[config.mk]
export PLATFORM = sky130hd
export DESIGN_NAME = music_sequencer
export DESIGN_NICKNAME = d
export VERILOG_FILES = /design/src/rtl/music_sequencer_pkg.sv /design/src/rtl/tempo_timer.sv /design/src/rtl/music_sequencer.sv
export SDC_FILE = /design/constraint.sdc
export NUM_CORES = 1
export LEC_CHECK = 0
export ABC_AREA = 0
export BUFFER_PORTS_ARGS = -buffer_cell sky130_fd_sc_hd__buf_2
export CAP_MARGIN = 30
export CORE_AREA = 8 8 88 149
export DETAILED_ROUTE_END_ITERATION = 7
export DIE_AREA = 0 0 96 157
export GPL_TIMING_DRIVEN = 0
export PLACE_DENSITY_LB_ADDON = 0.08
export REMOVE_ABC_BUFFERS = 1
export SYNTH_ARGS = -nofsm -noshare
export SYNTH_HDL_FRONTEND = slang
export SYNTH_SLANG_ARGS = --single-unit
[constraint.sdc]
create_clock -name clk -period 7.27 [get_ports clk]
set_input_delay 0.3635 -clock clk [delete_from_list [all_inputs] [get_ports clk]]
set_output_delay 0.3635 -clock clk [all_outputs]
set_load 0.03 [all_outputs]
[src/rtl/music_sequencer_pkg.sv]
// Shared definitions for the music sequencer: FSM state encodings (also
// driven onto the LED port) and direction helpers.
package music_sequencer_pkg;

   typedef enum logic [1:0] {
      PAUSED   = 2'd0,
      PLAY_FWD = 2'd1,
      PLAY_REV = 2'd2
   } seq_state_e;

   localparam logic DIR_FWD = 1'b0;
   localparam logic DIR_REV = 1'b1;

   function automatic seq_state_e play_state(input logic dir);
      return (dir == DIR_REV) ? PLAY_REV : PLAY_FWD;
   endfunction

endpackage

[src/rtl/tempo_timer.sv]
// Note-duration timer: saturating tempo register plus note counter; pulses
// note_done on the cycle the current note reaches its length.
module tempo_timer #(
   parameter int TEMPO_DEFAULT = 25_000_000,
   parameter int TEMPO_STEP    = 2_500_000,
   parameter int TEMPO_MIN     = 2_500_000,
   parameter int TEMPO_MAX     = 125_000_000
) (
   input  logic clk,
   input  logic rst_n,
   input  logic run,
   input  logic tempo_up,
   input  logic tempo_down,
   output logic note_done
);

   localparam int TW = $clog2(TEMPO_MAX + 1);
   localparam logic [TW-1:0] T_DEF  = TW'(TEMPO_DEFAULT);
   localparam logic [TW-1:0] T_STEP = TW'(TEMPO_STEP);
   localparam logic [TW-1:0] T_MIN  = TW'(TEMPO_MIN);
   localparam logic [TW-1:0] T_MAX  = TW'(TEMPO_MAX);
   localparam logic [TW-1:0] T_ONE  = TW'(1);

   logic [TW-1:0] tempo_q, tempo_d;
   logic [TW-1:0] cnt_q, cnt_d;

   // The compare uses the updated tempo so a shortened note can end at once.
   always_comb begin
      tempo_d = tempo_q;
      if (tempo_up && !tempo_down)
         tempo_d = (tempo_q < T_MIN + T_STEP) ? T_MIN : tempo_q - T_STEP;
      else if (tempo_down && !tempo_up)
         tempo_d = (tempo_q > T_MAX - T_STEP) ? T_MAX : tempo_q + T_STEP;

      note_done = run && (cnt_q >= tempo_d - T_ONE);

      cnt_d = cnt_q;
      if (note_done)
         cnt_d = '0;
      else if (run)
         cnt_d = cnt_q + T_ONE;
   end

   always_ff @(posedge clk or negedge rst_n) begin
      if (!rst_n) begin
         tempo_q <= T_DEF;
         cnt_q   <= '0;
      end else begin
         tempo_q <= tempo_d;
         cnt_q   <= cnt_d;
      end
   end

endmodule

[src/rtl/music_sequencer.sv]
// Note sequencer: walks a note ROM forward or backward at a tempo set by
// button pulses and registers the looked-up tone period for the tone generator.
module music_sequencer
   import music_sequencer_pkg::*;
#(
   parameter int CLOCK_FREQ    = 125_000_000,
   parameter int ADDR_WIDTH    = 10,
   parameter int NOTE_WIDTH    = 24,
   parameter int TEMPO_DEFAULT = CLOCK_FREQ / 5,
   parameter int TEMPO_STEP    = CLOCK_FREQ / 50,
   parameter int TEMPO_MIN     = TEMPO_STEP,
   parameter int TEMPO_MAX     = CLOCK_FREQ
) (
   input  logic                  clk,
   input  logic                  rst_n,
   input  logic                  play_pause,
   input  logic                  reverse,
   input  logic                  tempo_up,
   input  logic                  tempo_down,
   output logic [ADDR_WIDTH-1:0] rom_addr,
   input  logic [NOTE_WIDTH-1:0] rom_data,
   output logic [NOTE_WIDTH-1:0] tone,
   output logic [1:0]            state
);

   // state    | meaning
   // PAUSED   | counter and address held, tone silenced
   // PLAY_FWD | counting, address steps +1 per note
   // PLAY_REV | counting, address steps -1 per note

   localparam logic [ADDR_WIDTH-1:0] ADDR_ONE = ADDR_WIDTH'(1);

   seq_state_e            state_q, state_d;
   logic                  dir_q, dir_d;
   logic [ADDR_WIDTH-1:0] addr_q, addr_d;
   logic [NOTE_WIDTH-1:0] tone_q, tone_d;
   logic                  run;
   logic                  note_done;

   assign run = (state_q != PAUSED);

   tempo_timer #(
      .TEMPO_DEFAULT (TEMPO_DEFAULT),
      .TEMPO_STEP    (TEMPO_STEP),
      .TEMPO_MIN     (TEMPO_MIN),
      .TEMPO_MAX     (TEMPO_MAX)
   ) u_tempo_timer (
      .clk        (clk),
      .rst_n      (rst_n),
      .run        (run),
      .tempo_up   (tempo_up),
      .tempo_down (tempo_down),
      .note_done  (note_done)
   );

   // Direction toggles first so a combined pulse resumes in the new direction.
   always_comb begin
      dir_d = dir_q ^ reverse;

      state_d = state_q;
      if (state_q == PAUSED)
         state_d = play_pause ? play_state(dir_d) : PAUSED;
      else
         state_d = play_pause ? PAUSED : play_state(dir_d);

      addr_d = addr_q;
      if (note_done)
         addr_d = (dir_d == DIR_REV) ? addr_q - ADDR_ONE : addr_q + ADDR_ONE;

      tone_d = (state_d != PAUSED) ? rom_data : '0;
   end

   always_ff @(posedge clk or negedge rst_n) begin
      if (!rst_n) begin
         state_q <= PAUSED;
         dir_q   <= DIR_FWD;
         addr_q  <= '0;
         tone_q  <= '0;
      end else begin
         state_q <= state_d;
         dir_q   <= dir_d;
         addr_q  <= addr_d;
         tone_q  <= tone_d;
      end
   end

   assign rom_addr = addr_q;
   assign tone     = tone_q;
   assign state    = state_q;

endmodule

# After elaboration in Yosys (flattened, before gate mapping)
# Cells that the tools add are included.
dict set report word_totals {
  register_bits 91
  inputBits 30
  out_inout_bits 36
  wordCells 37
}
dict set report op_classes {
  add_sub_neg 6
  magnitude_cmp 3
  mux 12
  bitwise 1
  n_reduce_logical 9
}
# op n
set op_table {}
lappend op_table {{2-to-1 mux 27 bit} 6}
lappend op_table {{adder 27 x 1 -> 27 bit (second input constant)} 1}
lappend op_table {{adder 27 x 22 -> 27 bit (second input constant)} 1}
lappend op_table {{>= comparator 27 bit} 1}
lappend op_table {{> comparator 27 bit (second input constant)} 1}
lappend op_table {{less-than comparator 27 x 23 -> 1 bit (second input constant)} 1}
lappend op_table {{subtractor 27 x 1 -> 27 bit (second input constant)} 1}
lappend op_table {{subtractor 27 x 22 -> 27 bit (second input constant)} 1}
lappend op_table {{2-to-1 mux 24 bit} 1}
lappend op_table {{adder 10 x 1 -> 10 bit (second input constant)} 1}
lappend op_table {{2-to-1 mux 10 bit} 1}
lappend op_table {{subtractor 10 x 1 -> 10 bit (second input constant)} 1}
lappend op_table {{2-to-1 mux 2 bit} 4}
lappend op_table {{nonzero test 2 bit} 3}
lappend op_table {{logical AND 1 bit} 3}
lappend op_table {{zero test 1 bit} 2}
lappend op_table {{zero test 2 bit} 1}
lappend op_table {{XOR 1 bit} 1}

# Depth between registers and ports, before layout
# Gate-level depths: netlist of run 1.
dict set report depth {
  ltp_word 8
  ltp_mapped 28
  depth_no_buf 25
}

# Modules after synthesis
# A second synthesis of run 1 with hierarchy kept.
dict set report unflattened {
  hier_cells 737
  area_unflattened_um2 6650.1
}
# mod n_inst cells_per_inst area_each_um2 seq_area_each_um2
set by_module_without_submodules {}
lappend by_module_without_submodules {tempo_timer 1 593 4942.2 1366.3}
lappend by_module_without_submodules {music_sequencer 1 144 1707.9 925.9}

# Worst setup path before layout of run 1
# No wires, ideal clock.
dict set report synth_timing {
  path_type {register to register}
  start {reg u_tempo_timer.tempo_q[6]}
  end {reg u_tempo_timer.cnt_q[10]}
  setup_time_ps 132
  arrival_ps 5338
  required_time_ps 7138
  slack_ps 1801
  path_stages_with_launch 26
  n_path_buf 4
  synth_period_minus_slack_ps 5469
  path_cell_list {dfstp_2 inv_1 ha_1 and3b_1 a21oi_1 and3b_1 o21a_4 clkbuf_1 a21oi_1 nand2_1 ha_1 and3_1 nand4_1 or3_1 nor3_1 xnor2_1 ha_1 nand3_1 nor3_1 o2111ai_1 a21oi_1 o21a_1 clkbuf_1 buf_1 clkbuf_1 nor2_1}
}
dict set report synth_between {
  elab_chain_cells 8
  elab_cells_between_ends 13
  cone_classes {add/sub (3); order compare (3); mux (5); reduce/logical (2)}
}
# item line
set synth_lines {}
lappend synth_lines {{from (decl)} tempo_timer.sv:24} ;# logic [TW-1:0] tempo_q, tempo_d;
lappend synth_lines {{from (signal assigned)} tempo_timer.sv:49} ;# tempo_q <= tempo_d;
lappend synth_lines {{adder 27 x 22 -> 27 bit / > comparator 27 bit (equally long branches)} tempo_timer.sv:33} ;# tempo_d = (tempo_q > T_MAX - T_STEP) ? T_MAX : tempo_q + T_STEP;
lappend synth_lines {{2-to-1 mux 27 bit} tempo_timer.sv:33}
lappend synth_lines {{2-to-1 mux 27 bit} tempo_timer.sv:32} ;# else if (tempo_down && !tempo_up)
lappend synth_lines {{2-to-1 mux 27 bit *} tempo_timer.sv:30} ;# if (tempo_up && !tempo_down)
lappend synth_lines {{subtractor 27 x 1 -> 27 bit *} tempo_timer.sv:35} ;# note_done = run && (cnt_q >= tempo_d - T_ONE);
lappend synth_lines {{>= comparator 27 bit *} tempo_timer.sv:35}
lappend synth_lines {{logical AND 1 bit *} tempo_timer.sv:35}
lappend synth_lines {{2-to-1 mux 27 bit / nonzero test 2 bit (equally long branches)} --}
lappend synth_lines {{to (signal assigned)} tempo_timer.sv:50} ;# cnt_q <= cnt_d;
lappend synth_lines {{to (decl)} tempo_timer.sv:25} ;# logic [TW-1:0] cnt_q, cnt_d;
# Every way passes the cells marked *; elsewhere a longest branch is shown, timed or not.
# A chain may end at the register's enable or synchronous reset.

# Final worst setup path of run 1
dict set report layout_timing {
  start {reg u_tempo_timer.tempo_q[19]}
  end {reg addr_q[8] (netlist: rom_addr[8])}
}
dict set report layout_between {
  elab_chain_cells 7
  elab_cells_between_ends 11
  cone_classes {add/sub (3); order compare (3); mux (4); reduce/logical (1)}
}
# item line
set layout_lines {}
lappend layout_lines {{adder 27 x 22 -> 27 bit / > comparator 27 bit (equally long branches)} tempo_timer.sv:33}
lappend layout_lines {{2-to-1 mux 27 bit} tempo_timer.sv:33}
lappend layout_lines {{2-to-1 mux 27 bit} tempo_timer.sv:32}
lappend layout_lines {{2-to-1 mux 27 bit *} tempo_timer.sv:30}
lappend layout_lines {{subtractor 27 x 1 -> 27 bit *} tempo_timer.sv:35}
lappend layout_lines {{>= comparator 27 bit *} tempo_timer.sv:35}
lappend layout_lines {{logical AND 1 bit *} tempo_timer.sv:35}
lappend layout_lines {{to (signal assigned)} music_sequencer.sv:82} ;# addr_q <= addr_d;
lappend layout_lines {{to (decl)} music_sequencer.sv:35} ;# logic [ADDR_WIDTH-1:0] addr_q, addr_d;
# Marked as above.

==> impl_metrics.tcl, run 1 <==
set metrics [dict create \
    gr-total-overflow 0 \
    ys_types 76 \
    ios 66 \
    grt_pass1_vias 5700 \
    track_usage 0.221 \
    hold_viol 0 \
    cts_tree "done" \
    ys_ff_latch 91 \
    cellPowerDensity_mw_per_mm2 473 \
    layout_commonest_cell "dfrtp_1" \
    path_cells "nand3_1 -> nor4_2 -> and3b_1 -> o21a_4 -> a21oi_1 -> nand2_1 -> ha_1 -> and3_1 -> nand4_1 -> or3_1 -> nor3_1 -> xnor2_1 -> ha_1 -> nand3_1 -> nor3_1 -> o2111ai_1 -> a21oi_1 -> o21a_1 -> buf_16 -> mux2_2" \
    vias 5438 \
    syn_inst 713 \
    status "complete, no violations" \
    critPathRequiredTime_ns 7.50 \
    placedCellCount 880 \
    relSlewSlack 0.334 \
    synth_ff_type "dfrtp_1" \
    portBuffers 65 \
    wl_um 15600 \
    finalPower_mw 3.37 \
    synth_top_area_share 0.310 \
    grt_max_degree 61 \
    worstPathArrival_ns 6.63 \
    num_rows 51 \
    yosys.area.top_type "dfrtp_1" \
    n_antenna_cell 0 \
    synth-edff-count 0 \
    first_pass_iters 4 \
    fin_area_mm2 0.00712 \
    nets 831 \
    worst_pin_slew_ns 0.995 \
    crit_fanout 26 \
    slowest_stage "dfstp_2" \
    wl_per_cell_um 17.4 \
    maxCapViolations 0 \
    cts_root_buffer "clkbuf_16" \
    ys.warnings.count 0 \
    post_cts_resized 0 \
    seq_area_frac_synth 0.359 \
    htree_num_levels 3 \
    drc 0 \
    start_util 0.578 \
    first_iter_violations 195 \
    ir_drop_mv 0.406 \
    start_kind "flop" \
    fillers 944 \
    die_h_um 157 \
    dieWidth_um 96 \
    period_share 0.880 \
    core_area_mm2 0.0110 \
    cts.sinks 91 \
    antenna_found_initial 0 \
    worstSetupPathType "flop to flop" \
    rsz0062_at_grt "false" \
    cts_buffers 9 \
    netlist_top_cells_area "dfrtp_1 (31%), ha_1 (7.8%), dfstp_2 (4.9%)" \
    drive_gt1_frac 0.170 \
    antenna_left 0 \
    clkTransAtPathRegs_ns 0.07 \
    synthArstFlopShare 1.00 \
    hold_path_class "input pin to flop" \
    power_leakage_nw 3.26 \
    layout_common_cells "dfrtp_1 (79), nor2_1 (69), buf_2 (64)" \
    clk_latency_ns 0.34 \
    fin_skew_ns 0.00488 \
    postPlaceCellArea_mm2 0.00682 \
    slew_viol_final 0 \
    vias_per_cell 6.06 \
    cts_setup_buffers 0 \
    dieArea_mm2 0.0151 \
    area_growth_pct 11.6 \
    slowest_delay_ns 0.68 \
    fin_crit_ns 6.40 \
    syn_avg_cell_area_um2 8.95 \
    max_freq_mhz 156 \
    cts_max_path_buffers 2 \
    routabilityCongestion 0.931 \
    grt_pass1_wl_um 26600 \
    fin_setup_tns_ns 0 \
    end_kind "flop" \
    place_ws_ns 0.919 \
    fin_ws_ns 0.873 \
    finalSetupViolations 0 \
    syn-cell-area_mm2 0.00638 \
    final_cells 897 \
    hpwlAfterDp_um 12000 \
]
==> critical path, delay by kind of cell (launching register included) <==
family | cells | cell delay (ns)
AOI/OAI and AO/OA | 5 | 1.27
buffers and inverters | 1 | 0.23
xor gates and xnor gates | 1 | 0.11
and+or+nand+nor | 10 | 3.05
muxes | 1 | 0.35
adders and majority gates | 2 | 0.57
DFF | 1 | 0.68
==> timing repair <==
item,CTS,global route
setup endpoints to repair,0,0
hold buffers,1,0
hold endpoints to repair,25,0
==> cell type report <==
class / instances / area [µm²] / area share
clock buffer: 9 / 225 / 0.0316
clock inverter: 7 / 70.1 / 0.00984
inverter: 27 / 101 / 0.0142
multi-input combinational: 560 / 3850 / 0.540
sequential: 91 / 2290 / 0.322
tap: 132 / 165 / 0.0232
timing repair buffer: 71 / 419 / 0.0589
==> cells in the mapped netlist, types with 5 or more instances <==
cell type,instances
dfrtp_1,79
nor2_1,69
nand2_1,53
a21oi_1,45
ha_1,40
xnor2_1,34
xor2_1,30
o21ai_0,29
and2_1,27
inv_1,27
clkbuf_1,26
nand3_1,26
nor3_1,21
and3_1,14
dfstp_2,12
nand4_1,12
o21a_1,11
a21o_1,9
o211ai_1,9
nor2b_1,8
or3_1,8
buf_2,7
mux2_2,7
a211oi_1,6
nand2b_1,6
o22ai_1,5
==> final timing paths <==
kind / start / end / slack, ns / depth (start not counted)
max in group asynchronous: rst_n / u_tempo_timer.tempo_q[18]$_DFF_PN1_ / 6.06 / 3
max: u_tempo_timer.tempo_q[19]$_DFF_PN1_ / rom_addr[8]$_DFFE_PN0P_ / 0.87 / 20
min in group asynchronous: rst_n / rom_addr[4]$_DFFE_PN0P_ / 0.52 / 2
min: rom_data[19] / tone[19]$_DFF_PN0_ / 0.22 / 2
min reg2reg: rom_addr[9]$_DFFE_PN0P_ / rom_addr[9]$_DFFE_PN0P_ / 0.47 / 1
max reg2reg: u_tempo_timer.tempo_q[19]$_DFF_PN1_ / rom_addr[8]$_DFFE_PN0P_ / 0.87 / 20
==> layer usage <==
metal | part of all wire | vias to the layer above | track usage
met3 | 0.036 | 50 | 0.0420
met5 | 0 | - | 0
met1 | 0.40 | 2593 | 0.243
met4 | 0.047 | 0 | 0.134
met2 | 0.52 | 151 | 0.377
li1 | - | 2644 | -
==> through the flow <==
stage / util / hold WS, ns
floorplan: - / 0.0679
global placement: 0.610 / 0.460
detailed placement: 0.617 / 0.333
CTS: 0.645 / 0.206
global route: 0.645 / 0.208
finish: 0.645 / 0.219
==> state kept, by name (all words and copies together), names as in the netlist <==
register and flops:
u_tempo_timer.cnt_q 27, u_tempo_timer.tempo_q 27, tone 24, rom_addr 10
dir_q 1, state 2
==> cell families (layout without fill, tap and decap cells) <==
kind of cell | Yosys count | in the layout | share of synthesized area
flip-flops | 91 | 91 | 0.359
AND/OR/NAND/NOR | 274 | 274 | 0.226
AO/OA/AOI/OAI | 171 | 171 | 0.189
adder cells (fa/ha/maj) | 41 | 41 | 0.0816
XOR/XNOR | 65 | 65 | 0.0904
buffers and inverters | 62 | 114 | 0.0378
multiplexers | 9 | 9 | 0.0155
==> where the power goes <==
group / internal [mW] / switching (mW) / leakage (nW)
registers: 0.739 / 0.303 / 1.15
logic: 0.777 / 1.09 / 1.97
clock network: 0.241 / 0.214 / 0.141
No activity file was read; power rests on OpenSTA's default activity.
==> inputs of run 2 (changes only) <==
- CORE_AREA: 8 8 88 149 -> 8 8 126 105
- DIE_AREA: 0 0 96 157 -> 0 0 134 113
==> run 2 against run 1 <==
  * Maximum frequency increased by 0.80%
  * Global-route usage decreased by 1.5 points
  * Largest power group unchanged
  * Largest cell class unchanged
  * Critical path type unchanged
  * Design area about the same
  * Die area increased by 0.46%
==> impl_metrics.tcl, run 2 (synthesis gave the netlist of run 1 again) <==
set metrics [dict create \
    worstPathArrival_ns 6.56 \
    core_area_mm2 0.0112 \
    rsz0062_at_grt "false" \
    fillers 929 \
    worst_pin_slew_ns 0.900 \
    drive_gt1_frac 0.170 \
    routabilityCongestion 0.885 \
    path_cells "nor4_2 -> nand4_1 -> o211ai_2 -> a21oi_1 -> nor4_4 -> nand4bb_2 -> or3_4 -> or3_4 -> or3_4 -> xnor2_2 -> ha_1 -> inv_1 -> nor3_1 -> o2111ai_1 -> a21oi_1 -> o21a_1 -> buf_16 -> mux2_2" \
    fin_ws_ns 0.924 \
    hold_path_class "input pin to asynchronous set/reset pin" \
    hpwlAfterDp_um 11500 \
    vias 5429 \
    portBuffers 65 \
    fin_area_mm2 0.00713 \
    final_cells 912 \
    busiest_layer "met2" \
    n_antenna_cell 0 \
    use_met2 0.335 \
    maxCapViolations 0 \
    vias_per_cell 5.95 \
    end_kind "flop" \
    nets 830 \
    area_growth_pct 11.7 \
    slew_viol_final 0 \
    dieWidth_um 134 \
    period_share 0.873 \
    hold_viol 0 \
    antenna_left 0 \
    place_ws_ns 0.994 \
    post_cts_resized 0 \
    power_leakage_nw 3.26 \
    ir_drop_mv 0.333 \
    fin_skew_ns 0.0142 \
    num_rows 35 \
    ios 66 \
    htree_num_levels 3 \
    relSlewSlack 0.398 \
    wl_um 15400 \
    slowest_stage "o211ai_2" \
    track_usage 0.205 \
    crit_path_frequent_cell "or3_4" \
    cts_root_buffer "clkbuf_16" \
    cts_max_path_buffers 2 \
    grt_max_degree 48 \
    crit_start "u_tempo_timer.tempo_q[23]$_DFF_PN0_" \
    cts_buffers 9 \
    antenna_found_initial 0 \
    cts_tree "done" \
    layout_commonest_cell "dfrtp_1" \
    critPathRequiredTime_ns 7.49 \
    cts.sinks 91 \
    gr-total-overflow 0 \
    grt_use_met1 0.269 \
    utilization 0.638 \
    wl_per_cell_um 16.8 \
    worstSetupPathType "flop to flop" \
    postPlaceCellArea_mm2 0.00683 \
    crit_fanout 25 \
    clkTransAtPathRegs_ns 0.07 \
    drc 0 \
    finalSetupViolations 0 \
    clk_latency_ns 0.34 \
    grt_pass1_wl_um 26100 \
    regToRegSetupSlack_ns 0.92 \
    cts_setup_buffers 0 \
    first_pass_iters 5 \
    die_h_um 113 \
    grt_use_met3 0.0527 \
    start_util 0.571 \
    layout_common_cells "dfrtp_1 (79), nor2_1 (69), buf_2 (64)" \
    grt_pass1_vias 5492 \
    first_iter_violations 434 \
    max_freq_mhz 158 \
    slowest_delay_ns 0.72 \
    fin_crit_ns 6.35 \
    crit-reg2reg-launch "u_tempo_timer.tempo_q[23]$_DFF_PN0_" \
    placedCellCount 896 \
    status "complete, no violations" \
    cellPowerDensity_mw_per_mm2 473 \
    holdBufCountCts 0 \
    start_kind "flop" \
    dieArea_mm2 0.0151 \
]
-- run 2: stage by stage --
stage          total power [mW]  TNS [ns]  hold slack (ns)
3_3_place_gp               2.78    -0.179            0.460
6_report                   3.37         0           0.0377
3_5_place_dp               2.89         0            0.409
4_1_cts                    3.37         0           0.0482
2_1_floorplan              2.39         0           0.0679
5_1_grt                    3.65         0           0.0771
-- run 2: routing by layer --
layer  wire, µm  vias up
met4        175        0
met1       7070     2600
met2       7090      167
li1           -     2644
met3       1020       18
met5          0        -
-- run 2: critical path: cells and delay by family, from the launching register on --
kind            cells  cell delay, ns
compound gates      5            1.71
flops               1            0.53
xor+xnor            1            0.14
fa+ha+maj           1            0.32
mux                 1            0.34
simple gates        8            2.89
buf+inv             2            0.27
-- run 2: path summary, 6_finish.rpt --
check | endpoint | cells past startpoint
max in group asynchronous | u_tempo_timer.cnt_q[13]$_DFFE_PN0P_ | 2
setup reg to reg | rom_addr[6]$_DFFE_PN0P_ | 18
min in group clk | tone[5]$_DFF_PN0_ | 2
setup / recovery | rom_addr[6]$_DFFE_PN0P_ | 18
hold reg to reg | rom_addr[9]$_DFFE_PN0P_ | 1
hold / removal | rom_addr[0]$_DFFE_PN0P_ | 1
-- run 2: report_power, final --
part / internal, mW / switching [mW] / total, mW
Sequential: 0.739 / 0.311 / 1.05
Combinational: 0.776 / 1.09 / 1.86
Clock: 0.241 / 0.211 / 0.452
-- run 2: cell type report --
type                            count  area (µm²)  share of cell area
Multi-Input combinational cell    560        3850               0.540
Sequential cell                    91        2290               0.322
Timing Repair Buffer               70         405              0.0569
Clock buffer                        9         225              0.0316
Tap cell                          148         185              0.0260
Inverter                           27         101              0.0142
Clock inverter                      7        70.1             0.00983
==> inputs of run 3 (changes only) <==
==> constraint.sdc (replaced) <==
create_clock -name clk -period 7.27 [get_ports clk]
set_input_delay 1.8175 -clock clk [delete_from_list [all_inputs] [get_ports clk]]
set_output_delay 1.8175 -clock clk [all_outputs]
set_load 0.03 [all_outputs]
==> run 3 against run 2 <==
  * Sequential power about the same
  * Highest routed layer unchanged
  * Hold slack improved by 0.44 ns
  * Flip-flop and latch count unchanged
  * Clock power is essentially flat
  * Total power rose by 0.13%
  * Via count is 0.37% higher
  * Maximum frequency is 8.1% lower
  * Global-route usage did not move
  * Die area did not move
  * Non-clock buffer count is the same
  * Count of clock-buffer cells in the layout did not move
  * Combinational power about the same
==> impl_metrics.tcl, run 3 (synthesis gave the netlist of run 1 again) <==
set metrics [dict create \
    status "complete, no violations" \
    layout_commonest_cell "dfrtp_1" \
    min_to "rom_addr[9]$_DFFE_PN0P_" \
    vias 5449 \
    gr-total-overflow 0 \
    wl_per_cell_um 16.8 \
    cellPowerDensity_mw_per_mm2 472 \
    fin_crit_ns 6.91 \
    fin_area_mm2 0.00714 \
    vias_per_cell 5.97 \
    nets 830 \
    regToRegSetupSlack_ns 1.24 \
    r2r-end "rom_addr[6]$_DFFE_PN0P_" \
    cts.sinks 91 \
    rsz0062_at_grt "false" \
    postPlaceCellArea_mm2 0.00683 \
    cts_root_buffer "clkbuf_16" \
    dieArea_mm2 0.0151 \
    crit_fanout 25 \
    cts_buffers 9 \
    max_freq_mhz 145 \
    cts_tree "done" \
    ios 66 \
    hold_path_class "flop to flop" \
    start_kind "input pin" \
    power_leakage_nw 3.26 \
    clk_latency_ns 0.34 \
    crit-reg2reg-launch "u_tempo_timer.tempo_q[19]$_DFF_PN1_" \
    die_h_um 113 \
    relSlewSlack 0.481 \
    ff2ff_path_depth 18 \
    num_rows 35 \
    end_kind "flop" \
    drc 0 \
    area_growth_pct 11.9 \
    start_util 0.571 \
    dieWidth_um 134 \
    worstHoldPathCells 1 \
    track_usage 0.205 \
    routabilityCongestion 0.885 \
    wl_um 15300 \
    core_area_mm2 0.0112 \
    worstSetupPathType "input pin to flop" \
    hpwlAfterDp_um 11500 \
    n_antenna_cell 0 \
    antenna_left 0 \
    hold_viol 0 \
    utilization 0.639 \
    grt_pass1_wl_um 26100 \
    hp-start "rom_addr[9]$_DFFE_PN0P_" \
    finalPower_mw 3.37 \
    first_iter_violations 365 \
    drive_gt1_frac 0.173 \
    worst_pin_slew_ns 0.776 \
    timing.hold.ws_ns 0.477 \
    htree_num_levels 3 \
    grt_pass1_vias 5492 \
    period_share 0.950 \
    antenna_found_initial 0 \
    finalSetupViolations 0 \
    portBuffers 65 \
    worstPathArrival_ns 7.13 \
    clkTransAtPathRegs_ns 0.06 \
    maxCapViolations 0 \
    fin_skew_ns 0.0142 \
    slew_viol_final 0 \
    ir_drop_mv 0.333 \
    first_pass_iters 5 \
    grt_max_degree 48 \
    layout_common_cells "dfrtp_1 (79), nor2_1 (68), buf_2 (64)" \
    critPathRequiredTime_ns 7.49 \
    cts_max_path_buffers 2 \
]
==> run 3: how the worst max path moves through the flow <==
stage                     startpoint                 endpoint  slack (ns)  depth (start not counted)
after floorplan           tempo_down  rom_addr[9]$_DFFE_PN0P_        0.54                         18
after global placement    tempo_down  rom_addr[9]$_DFFE_PN0P_        -1.0                         19
after detailed placement    tempo_up  rom_addr[8]$_DFFE_PN0P_       -0.43                         19
after CTS                   tempo_up  rom_addr[8]$_DFFE_PN0P_        0.26                         19
after global routing      tempo_down  rom_addr[6]$_DFFE_PN0P_        0.02                         20
final                     tempo_down  rom_addr[6]$_DFFE_PN0P_        0.36                         19
==> run 3: metrics by stage <==
step | std cells | TNS [ns] | setup slack [ns]
2_1_floorplan | 678 | 0 | 0.541
3_3_place_gp | 891 | -22.42 | -0.997
3_5_place_dp | 896 | -5.53 | -0.426
4_1_cts | 912 | 0 | 0.260
5_1_grt | 912 | 0 | 0.0196
6_report | 912 | 0 | 0.362
==> run 3: power breakdown <==
group          internal (mW)  switching (mW)  leakage, nW  total [mW]
sequential             0.739           0.312         1.15        1.05
clock                  0.241           0.213        0.141       0.453
combinational          0.778            1.09         1.97        1.87
total                   1.76            1.61         3.26        3.37
==> run 3: final cells by class <==
| class | count | area, µm² |
|---|---|---|
| Sequential cell | 91 | 2290 |
| Clock buffer | 9 | 225 |
| Timing Repair Buffer | 70 | 405 |
| Inverter | 27 | 101 |
| Fill cell | 929 | 4030 |
| Multi-Input combinational cell | 560 | 3860 |
| Clock inverter | 7 | 70.1 |
| Tap cell | 148 | 185 |
==> run 3: routing by layer <==
layer | up-vias | wire (µm) | global-route usage
li1 | 2645 | - | -
met1 | 2611 | 7040 | 0.269
met2 | 176 | 7120 | 0.335
met3 | 17 | 1020 | 0.0527
met4 | 0 | 170 | 0.0448
met5 | - | 0 | 0
==> run 3: what timing repair did <==
action | CTS | global route
resized for setup | 1 | 2
hold buffers | 0 | 0
setup buffers | 0 | 0
setup endpoints to repair | 8 | 9
gates cloned | 0 | 0
==> run 3: worst max-delay path, stage by stage <==
cell       delay [ns]
buf_2            0.32
nor2b_1          0.69
nand2_1          0.15
o211ai_1         0.19
o31a_1           0.15
o22ai_1          0.13
nand4bb_2        0.33
or3_4            0.41
or3_4            0.42
or3_4            0.41
xnor2_2          0.14
ha_1             0.32
inv_1            0.04
nor3_1           0.36
o2111ai_1        0.17
a21oi_1          0.19
o21a_2           0.31
buf_16           0.20
mux2_2           0.34
